$ cat src/rtl/dma_bus_arbiter_if.sv
// Bus-request handshake bundle between two DMA masters, the arbiter and the Z80 BUSRQ/BUSAK pair.
// The arbiter connects through the slave modport; the master modport is the view of the masters and CPU.
interface dma_bus_arbiter_if;
    logic [1:0] req_n;
    logic       cpu_busak_n;
    logic       cpu_busrq_n;
    logic [1:0] grant_n;
    logic       busak_n;
    logic       owner;
    logic       yield;

    modport slave (
        input  req_n, cpu_busak_n,
        output cpu_busrq_n, grant_n, busak_n, owner, yield
    );

    modport master (
        output req_n, cpu_busak_n,
        input  cpu_busrq_n, grant_n, busak_n, owner, yield
    );
endinterface

$ cat src/rtl/dma_bus_arbiter.sv
// Two-master DMA bus-request arbiter in front of a single Z80 BUSRQ/BUSAK pair, with tenure-based yield hint.
// Define DMA_ARB_ROUND_ROBIN_EN for round-robin on simultaneous requests; otherwise master 0 has fixed priority.
module dma_bus_arbiter #(
    parameter int unsigned MAX_TENURE = 255
) (
    input  logic             clk,
    input  logic             rst,
    input  logic             clkcpuen,
    dma_bus_arbiter_if.slave bus
);
    typedef enum logic [1:0] {IDLE, WAITAK, GRANT, RELEASE} state_t;

    localparam logic [7:0] MAX_T = 8'(MAX_TENURE);

    state_t     state_q, state_d;
    logic       sel_q, sel_d;
    logic       last_q, last_d;
    logic       owner_q, owner_d;
    logic [7:0] tenure_q, tenure_d;
    logic       tick_q, tick_d;
    logic       busrq_n_q, busrq_n_d;
    logic [1:0] grant_n_q, grant_n_d;
    logic       busak_n_q, busak_n_d;
    logic       yield_q, yield_d;
    logic       pick;

    always_ff @(posedge clk or posedge rst) begin
        if (rst) begin
            state_q   <= IDLE;
            sel_q     <= 1'b0;
            last_q    <= 1'b1;
            owner_q   <= 1'b0;
            tenure_q  <= '0;
            tick_q    <= 1'b0;
            busrq_n_q <= 1'b1;
            grant_n_q <= '1;
            busak_n_q <= 1'b1;
            yield_q   <= 1'b0;
        end else begin
            state_q   <= state_d;
            sel_q     <= sel_d;
            last_q    <= last_d;
            owner_q   <= owner_d;
            tenure_q  <= tenure_d;
            tick_q    <= tick_d;
            busrq_n_q <= busrq_n_d;
            grant_n_q <= grant_n_d;
            busak_n_q <= busak_n_d;
            yield_q   <= yield_d;
        end
    end

`ifdef DMA_ARB_ROUND_ROBIN_EN
    // Contention goes to whoever was not served last; a lone requester always wins.
    assign pick = (bus.req_n == 2'b00) ? ~last_q : bus.req_n[0];
`else
    assign pick = bus.req_n[0];
`endif

    always_comb begin
        state_d = state_q;
        unique case (state_q)
            IDLE:    if (bus.req_n != 2'b11) state_d = WAITAK;
            WAITAK:  if (!bus.cpu_busak_n) state_d = bus.req_n[sel_q] ? RELEASE : GRANT;
            GRANT:   if (bus.req_n[owner_q] || bus.cpu_busak_n) state_d = RELEASE;
            RELEASE: if (bus.cpu_busak_n && (tick_q || clkcpuen)) state_d = IDLE;
            default: state_d = IDLE;
        endcase
    end

    // Computes next values of every registered output and datapath register.
    always_comb begin
        sel_d    = sel_q;
        last_d   = last_q;
        owner_d  = owner_q;
        tenure_d = tenure_q;
        tick_d   = 1'b0;
        unique case (state_q)
            IDLE:   sel_d = pick;
            WAITAK: if (state_d == GRANT) begin
                owner_d  = sel_q;
                tenure_d = '0;
            end
            GRANT: begin
                if (clkcpuen && tenure_q != 8'hFF) tenure_d = tenure_q + 8'd1;
                if (bus.req_n[owner_q]) last_d = owner_q;
            end
            RELEASE: tick_d = tick_q | clkcpuen;
            default: ;
        endcase

        busrq_n_d = !(state_d == WAITAK || state_d == GRANT);
        busak_n_d = (state_d != GRANT);
        grant_n_d = '1;
        if (state_d == GRANT) grant_n_d[owner_d] = 1'b0;
        yield_d = (state_q == GRANT) && (state_d == GRANT) &&
                  (tenure_q >= MAX_T) && !bus.req_n[~owner_q];
    end

    assign bus.cpu_busrq_n = busrq_n_q;
    assign bus.grant_n     = grant_n_q;
    assign bus.busak_n     = busak_n_q;
    assign bus.owner       = owner_q;
    assign bus.yield       = yield_q;
endmodule

$ cat src/flat_wrapper.sv
// flat-port wrapper written by rule: the top's interface ports become plain ports
module dma_bus_arbiter_flat 
#(
    parameter int unsigned MAX_TENURE = 255
)
  (clk, rst, clkcpuen, bus_req_n, bus_cpu_busak_n, bus_cpu_busrq_n, bus_grant_n, bus_busak_n, bus_owner, bus_yield);
  dma_bus_arbiter_if bus_i ();
  input  logic clk;
  input  logic rst;
  input  logic clkcpuen;
  input wire logic [$bits(bus_i.req_n)-1:0] bus_req_n;
  input wire logic [$bits(bus_i.cpu_busak_n)-1:0] bus_cpu_busak_n;
  output wire logic [$bits(bus_i.cpu_busrq_n)-1:0] bus_cpu_busrq_n;
  output wire logic [$bits(bus_i.grant_n)-1:0] bus_grant_n;
  output wire logic [$bits(bus_i.busak_n)-1:0] bus_busak_n;
  output wire logic [$bits(bus_i.owner)-1:0] bus_owner;
  output wire logic [$bits(bus_i.yield)-1:0] bus_yield;
  assign bus_i.req_n = bus_req_n;
  assign bus_i.cpu_busak_n = bus_cpu_busak_n;
  assign bus_cpu_busrq_n = bus_i.cpu_busrq_n;
  assign bus_grant_n = bus_i.grant_n;
  assign bus_busak_n = bus_i.busak_n;
  assign bus_owner = bus_i.owner;
  assign bus_yield = bus_i.yield;
  dma_bus_arbiter #(.MAX_TENURE(MAX_TENURE)) u_core (.clk(clk), .rst(rst), .clkcpuen(clkcpuen), .bus(bus_i));
endmodule
$ cat config.mk
export PLATFORM = sky130hd
export DESIGN_NAME = dma_bus_arbiter_flat
export DESIGN_NICKNAME = d
export VERILOG_FILES = /design/src/rtl/dma_bus_arbiter_if.sv /design/src/rtl/dma_bus_arbiter.sv /design/src/flat_wrapper.sv
export SDC_FILE = /design/constraint.sdc
export NUM_CORES = 1
export LEC_CHECK = 0
export ABC_AREA = 1
export BUFFER_PORTS_ARGS = -buffer_cell sky130_fd_sc_hd__clkbuf_2
export CAP_MARGIN = 20
export CELL_PAD_IN_SITES_DETAIL_PLACEMENT = 1
export CELL_PAD_IN_SITES_GLOBAL_PLACEMENT = 1
export CORE_UTILIZATION = 45
export DETAILED_ROUTE_END_ITERATION = 10
export GPL_ROUTABILITY_DRIVEN = 0
export PLACE_DENSITY_LB_ADDON = 0.1
export REMOVE_ABC_BUFFERS = 1
export SYNTH_ARGS = -nofsm -noshare
export SYNTH_HDL_FRONTEND = slang
export SYNTH_SLANG_ARGS = --single-unit
$ cat constraint.sdc
create_clock -name clk -period 2.9 [get_ports clk]
set_input_delay 0 -clock clk [delete_from_list [all_inputs] [get_ports clk]]
set_output_delay 0 -clock clk [all_outputs]
set_load 0.05 [all_outputs]
==> flow_summary.toml, run 1 <==
[status]
status = "complete, no violations"

[floorplanning]
die_w_um = 50.8
die_area_um2 = 2580
core_area_um2 = 2230
die_h_um = 50.8
initial_core_util_pct = 48.0
io_pins = 12
fp-row-count = 17

[min_path]
hp-class = "input port to flop"
hp-start = "bus_cpu_busak_n"
worstHoldEndpoint = "u_core.state_q[0]$_DFF_PP0_"
hold_depth = 6

[worst_setup_path]
cp.required_ns = 3.15
timing.rr.start = "u_core.state_q[0]$_DFF_PP0_"
worstSetupStartpointType = "flop"
worstSetupPathType = "flop to flop"
worstSetupEndpointType = "flop"
reg2reg_depth = 13
crit_arrival_ns = 2.70
critPathMaxFanout = 7
r2r-end = "u_core.tenure_q[6]$_DFFE_PP0P_"
r2r_slack_ns = 0.45

[timing]
final_hold_viol_count = 0
rsz0062_at_grt = "no"
fmax_mhz = 409
final-max-slew-violation-count = 0
relSlewSlack_pct = 54.0
clock_skew_ns = 0.00636
timing.hold.ws_ns = 0.172
finalCritPeriodShare_pct = 84.4
final.setup.tns_ns = 0
tightest_slew_ns = 0.689
fin_crit_ns = 2.45
setup_viol = 0

[yosys]
avgSynthCellArea_um2 = 7.77
synth-seq-cells = 18
synthCells = 138
yosysWarnings = 0
yosysSeqAreaShare_pct = 42.5
synth-main-ff-cell = "dfrtp_1"
synth_edf_count = 0
syn_area_um2 = 1070
synth_cell_types = 21
synthArstFlopShare_pct = 100

[pwr]
p_int_mw = 0.607
ir_worst_vdd_mv = 0.656
power_density_nw_per_um2 = 966
clockPowerShare_pct = 13.4
p_comb_share_pct = 54.6
sw_frac_of_total_pct = 49.3
seqPwrFrac_pct = 32.0
p_switching_mw = 0.589
leakagePower_nw = 0.671

[cells_and_area]
nNetsFinal = 171
post_route_cells_drive_above_1_share_pct = 18.5
fillerInstances = 288
seq_area_um2 = 455
n_antenna_cell = 0
multi_input_area_um2 = 538
layout_common_cells = "51 x nand2_1, 19 x inv_1, 14 x dfrtp_1, 11 x clkbuf_2, 10 x nand3_1"
final_util_pct = 55.5
layout_commonest_cell = "nand2_1"
fin_cells = 185
syn_to_final_growth_pct = 15.5

[routing]
ant_nets = 0
viasPerCell = 5.04
drt_wl_total_mm = 2.45
drt_pass1_iterations = 4
drt_iter0_drc = 7
drc = 0
vias = 932
avgRoutedWirePerCell_um = 13.2

[grt]
grt_pass1_vias = 952
grt_pass1_wl_mm = 4.14
grt_max_degree = 19
grt_usage_pct = 22.0
gr-total-overflow = 0
antenna_found_initial = 0

[cts]
htreeDepth = 1
cts_tree = "built"
clk_path_buf_depth = 2
cts.sinks = 18
path_clk_slew_ns = 0.11
cts_root_buf = "clkbuf_4"
cts.repair.resized = 0
clock_latency_ns = 0.30
cts_buffers = 3

[place]
io_buffers = 11
dp.cells = 177
hpwl_mm = 1.92

[run]
max_cap_viol_count = 0
==> cell type report <==
class                      count  area share, %
tap                           28           2.83
sequential                    18           36.8
clock buffer                   4           2.93
inverter                      21           6.36
timing repair buffer          15           7.68
multi-input combinational     99           43.4
==> cells by family (layout without fill, tap and decap cells) <==
family	after synthesis	count (layout)	share of synthesized area, %
AOI/OAI and AO/OA	10	10	6.42
buffers and inverters	21	40	7.35
and+or+nand+nor	80	80	34.0
xor gates and xnor gates	2	2	1.63
adders and majority gates	7	7	8.17
DFF	18	18	42.5
==> cell usage after synthesis (2+ instances only) <==
master / n / area share [%]
nand2_1: 51 / 18
nand4_1: 3 / 1.8
nor2_1: 8 / 2.8
inv_1: 19 / 6.7
a21oi_1: 3 / 1.4
nand3_1: 10 / 4.7
o21ai_0: 4 / 1.9
dfstp_2: 4 / 9.8
ha_1: 7 / 8.2
dfrtp_1: 14 / 33
inv_2: 2 / 0.70
nand2_4: 4 / 4.2
==> state kept, by name, summed over array words and instances (netlist names) <==
register                cells
u_core.bus.busak_n          1
u_core.bus.cpu_busrq_n      1
u_core.bus.grant_n          2
u_core.bus.owner            1
u_core.bus.yield            1
u_core.sel_q                1
u_core.state_q              2
u_core.tenure_q             8
u_core.tick_q               1
==> power groups by stage <==
stage                     registers, mW  clock network (mW)  logic (mW)
final                             0.382               0.161       0.653
after global routing              0.390               0.176       0.720
after CTS                         0.382               0.165       0.656
after detailed placement          0.388                   0       0.651
after global placement            0.382                   0       0.637
after floorplan                   0.483                   0       0.390
==> worst max path at each step <==
| stage | start | end | slack [ns] | cells after the start |
|---|---|---|---|---|
| floorplan | u_core.bus.owner$_DFF_PP0_ | u_core.tenure_q[4]$_DFFE_PP0P_ | 0.94 | 13 |
| global placement | u_core.state_q[0]$_DFF_PP0_ | u_core.tenure_q[4]$_DFFE_PP0P_ | 0.54 | 13 |
| detailed placement | u_core.state_q[0]$_DFF_PP0_ | u_core.tenure_q[6]$_DFFE_PP0P_ | 0.48 | 13 |
| CTS | u_core.state_q[0]$_DFF_PP0_ | u_core.tenure_q[6]$_DFFE_PP0P_ | 0.45 | 13 |
| global route | u_core.state_q[0]$_DFF_PP0_ | u_core.tenure_q[7]$_DFFE_PP0P_ | 0.21 | 13 |
| finish | u_core.state_q[0]$_DFF_PP0_ | u_core.tenure_q[6]$_DFFE_PP0P_ | 0.45 | 13 |
==> layer usage <==
layer	up-vias	global-route usage, %	part of all wire (%)
met5	-	0	0
met4	0	7.41	1.5
met3	5	4.17	2.8
met2	18	35.1	45
met1	441	29.8	51
li1	468	-	-
==> worst max-delay path, cell delays in order (launching register included) <==
cell	delay, ns
dfrtp_1	0.44
inv_1	0.20
ha_1	0.42
nor2_1	0.09
nand3_1	0.09
nand2_1	0.05
inv_1	0.07
ha_1	0.26
inv_2	0.09
a21boi_4	0.21
inv_2	0.04
a21oi_1	0.27
nand2_1	0.09
nand2_1	0.08
==> metrics by stage <==
stage / power, mW / worst slack (ns) / instance area [µm²]
detailed placement: 1.04 / 0.479 / 1160
global route: 1.29 / 0.212 / 1240
global placement: 1.02 / 0.544 / 1160
CTS: 1.20 / 0.453 / 1230
finish: 1.20 / 0.452 / 1240
floorplan: 0.873 / 0.938 / 1070
==> repair_timing <==
item | CTS | global route
hold buffers | 3 | 1
hold endpoints to repair | 16 | 1
buffers inserted | 0 | 0
Power figures use the tool's default switching activity.
==> run 2, diff against run 1 <==
--- a/config.mk
+++ b/config.mk
@@ -5,12 +5,12 @@
 export SDC_FILE = /design/constraint.sdc
 export NUM_CORES = 1
 export LEC_CHECK = 0
-export ABC_AREA = 1
+export ABC_AREA = 0
 export BUFFER_PORTS_ARGS = -buffer_cell sky130_fd_sc_hd__clkbuf_2
 export CAP_MARGIN = 20
 export CELL_PAD_IN_SITES_DETAIL_PLACEMENT = 1
 export CELL_PAD_IN_SITES_GLOBAL_PLACEMENT = 1
-export CORE_UTILIZATION = 45
+export CORE_UTILIZATION = 40
 export DETAILED_ROUTE_END_ITERATION = 10
 export GPL_ROUTABILITY_DRIVEN = 0
 export PLACE_DENSITY_LB_ADDON = 0.1
==> constraint.sdc (replaced) <==
create_clock -name clk -period 2.2 [get_ports clk]
set_input_delay 0 -clock clk [delete_from_list [all_inputs] [get_ports clk]]
set_output_delay 0 -clock clk [all_outputs]
set_load 0.05 [all_outputs]
==> flow_summary.toml, run 2 <==
[status]
status = "finished, violations left"
violations = "setup timing"

[cts]
clock_latency_ns = 0.30
clk_path_buf_depth = 2
cts_tree = "built"
cts_root_buf = "clkbuf_4"
cts.sinks = 18
path_clk_slew_ns = 0.12
htreeDepth = 1
cts_buffers = 3

[place]
post-place-ws_ns = -0.245
dp.cells = 152
io_buffers = 11
hpwl_mm = 1.86

[routing]
drc = 0
drt_pass1_iterations = 4
vias = 948
viasPerCell = 5.85
drt_iter0_drc = 29
avgRoutedWirePerCell_um = 20.6
drt_wl_total_mm = 3.33
ant_nets = 0

[cells_and_area]
nNetsFinal = 146
largest_register_ffs = 8
layout_common_cells = "17 x buf_4, 13 x dfrtp_1, 11 x clkbuf_2"
n_antenna_cell = 0
top_register = "u_core.tenure_q"
post_route_cells_drive_above_1_share_pct = 48.5
fin_cells = 162
syn_to_final_growth_pct = 43.1
layout_commonest_cell = "buf_4"

[yosys]
synth_top_area_share_pct = 34.0
yosysWarnings = 0
yosys.area.top_type = "dfrtp_1"
synth_cell_types = 34
yosysMostFrequentCell = "dfrtp_1"
synthArstFlopShare_pct = 100
synth_edf_count = 0
netlist_top_cells_count = "14 x dfrtp_1, 7 x ha_1, 7 x nand2_1, 7 x o21ai_0, 5 x inv_1"
synth-seq-cells = 18
synthTopCellsByArea = "dfrtp_1 34%, dfstp_2 10%, ha_1 8.5%"
avgSynthCellArea_um2 = 10.6
syn_area_um2 = 1030
synthCells = 97
yosysSeqAreaShare_pct = 44.2
synth-main-ff-cell = "dfrtp_1"

[worst_setup_path]
reg2reg_depth = 11
worstSetupStartpointType = "flop"
worstSetupPathType = "flop to flop"
critPathMaxFanout = 9
cp.required_ns = 2.37
crit_arrival_ns = 2.62
worstSetupEndpointType = "flop"

[floorplanning]
initial_core_util_pct = 41.9
die_h_um = 52.7
die_w_um = 52.7
core_area_um2 = 2450
die_area_um2 = 2780
fp-row-count = 18
io_pins = 12

[timing]
tightest_slew_ns = 0.719
final-max-slew-violation-count = 0
rsz0062_at_grt = "yes"
setup_ws_ns = -0.250
clock_skew_ns = 0.0120
final_hold_viol_count = 0
fin_crit_ns = 2.45
fmax_mhz = 408
finalCritPeriodShare_pct = 111
setup_viol = 11
relSlewSlack_pct = 52.0
timing.hold.ws_ns = 0.00839

[grt]
grt_pass1_vias = 942
grt_usage_pct = 22.5
antenna_found_initial = 0
gr-total-overflow = 0
grt_pass1_wl_mm = 4.44
grt_max_degree = 19

[pwr]
power_density_nw_per_um2 = 1440
leakagePower_nw = 0.696
ir_worst_vdd_mv = 0.957

[min_path]
hp-class = "input port to flop"
hold_depth = 2

[run]
max_cap_viol_count = 0
## run 2: cell count changes in the layout (fill, tap and decap cells not counted), sizes merged, moves of 4 or more
cell    previous run  this run
nor2              10         3
buf                0        21
nand3             10         3
inv               21         6
and3               0         4
nand2             56         7
nand3b             0         4
a21o               0         4
## run 2: final timing paths
check,slack (ns),from,end
max in group asynchronous,1.37,rst,u_core.state_q[0]$_DFF_PP0_
worst min register to register,0.51,u_core.tick_q$_DFF_PP0_,u_core.tick_q$_DFF_PP0_
min in group asynchronous,0.34,rst,u_core.tenure_q[0]$_DFFE_PP0P_
worst min-delay path,0.008,bus_req_n[0],u_core.sel_q$_DFFE_PP0N_
worst max-delay path,-0.25,u_core.state_q[1]$_DFF_PP0_,u_core.tenure_q[5]$_DFFE_PP0P_
worst max register to register,-0.25,u_core.state_q[1]$_DFF_PP0_,u_core.tenure_q[5]$_DFFE_PP0P_
## run 2: area by class of cell
cell class	count	area, µm²
clock buffers	4	36.3
fillers	250	981
inverters	6	25.0
multi-input cells	71	672
flip-flops and latches	18	457
well taps	30	37.5
repair buffers	33	246
## run 2: metal layers
layer	share of wire (%)	global-route usage, %	up-vias
met4	3.6	5.70	0
li1	-	-	431
met1	40	28.3	463
met3	3.8	3.48	16
met2	52	39.5	38
met5	0	0	-
## run 2: through the flow
step / TNS (ns) / power [mW] / area (µm²) / util (%)
6_report: -1.62 / 2.13 / 1470 / 60.0
5_1_grt: -2.43 / 2.22 / 1470 / 60.0
4_1_cts: -0.856 / 1.82 / 1340 / 54.6
3_5_place_dp: -1.66 / 1.49 / 1230 / 50.0
3_3_place_gp: -0.941 / 1.46 / 1230 / 50.0
2_1_floorplan: -2.55 / 1.07 / 1010 / -
## run 2: cell families (layout without fill, tap and decap cells)
kind of cell	after synthesis	count (layout)	share of synthesized area (%)
buffers and inverters	8	43	3.89
multiplexers	5	5	5.22
AND/OR/NAND/NOR	31	31	16.8
AO/OA/AOI/OAI	28	28	21.4
adder cells (fa/ha/maj)	7	7	8.51
flip-flops	18	18	44.2
## run 2: what timing repair did
action,4_1_cts,5_1_grt
resized for setup,15,19
pin swaps,1,10
endpoints found under the setup margin,11,11
buffers inserted,2,3
endpoints found under the hold margin,14,0
hold buffers,1,0
## run 2: critical path: stages, from the launching register on
cell and delay (ns):
dfrtp_1 0.44, inv_2 0.09, buf_12 0.13, ha_4 0.17, buf_4 0.15, o21ai_1 0.20
o31a_1 0.24, ha_4 0.18, o221ai_4 0.12, buf_6 0.17, o31ai_4 0.29, o41ai_4 0.13
## run 2: where the power goes
part,internal (mW),total (mW),switching (mW),leakage (nW)
sequential,0.432,0.493,0.0612,0.228
combinational,0.657,1.42,0.761,0.447
clock,0.101,0.217,0.116,0.0210
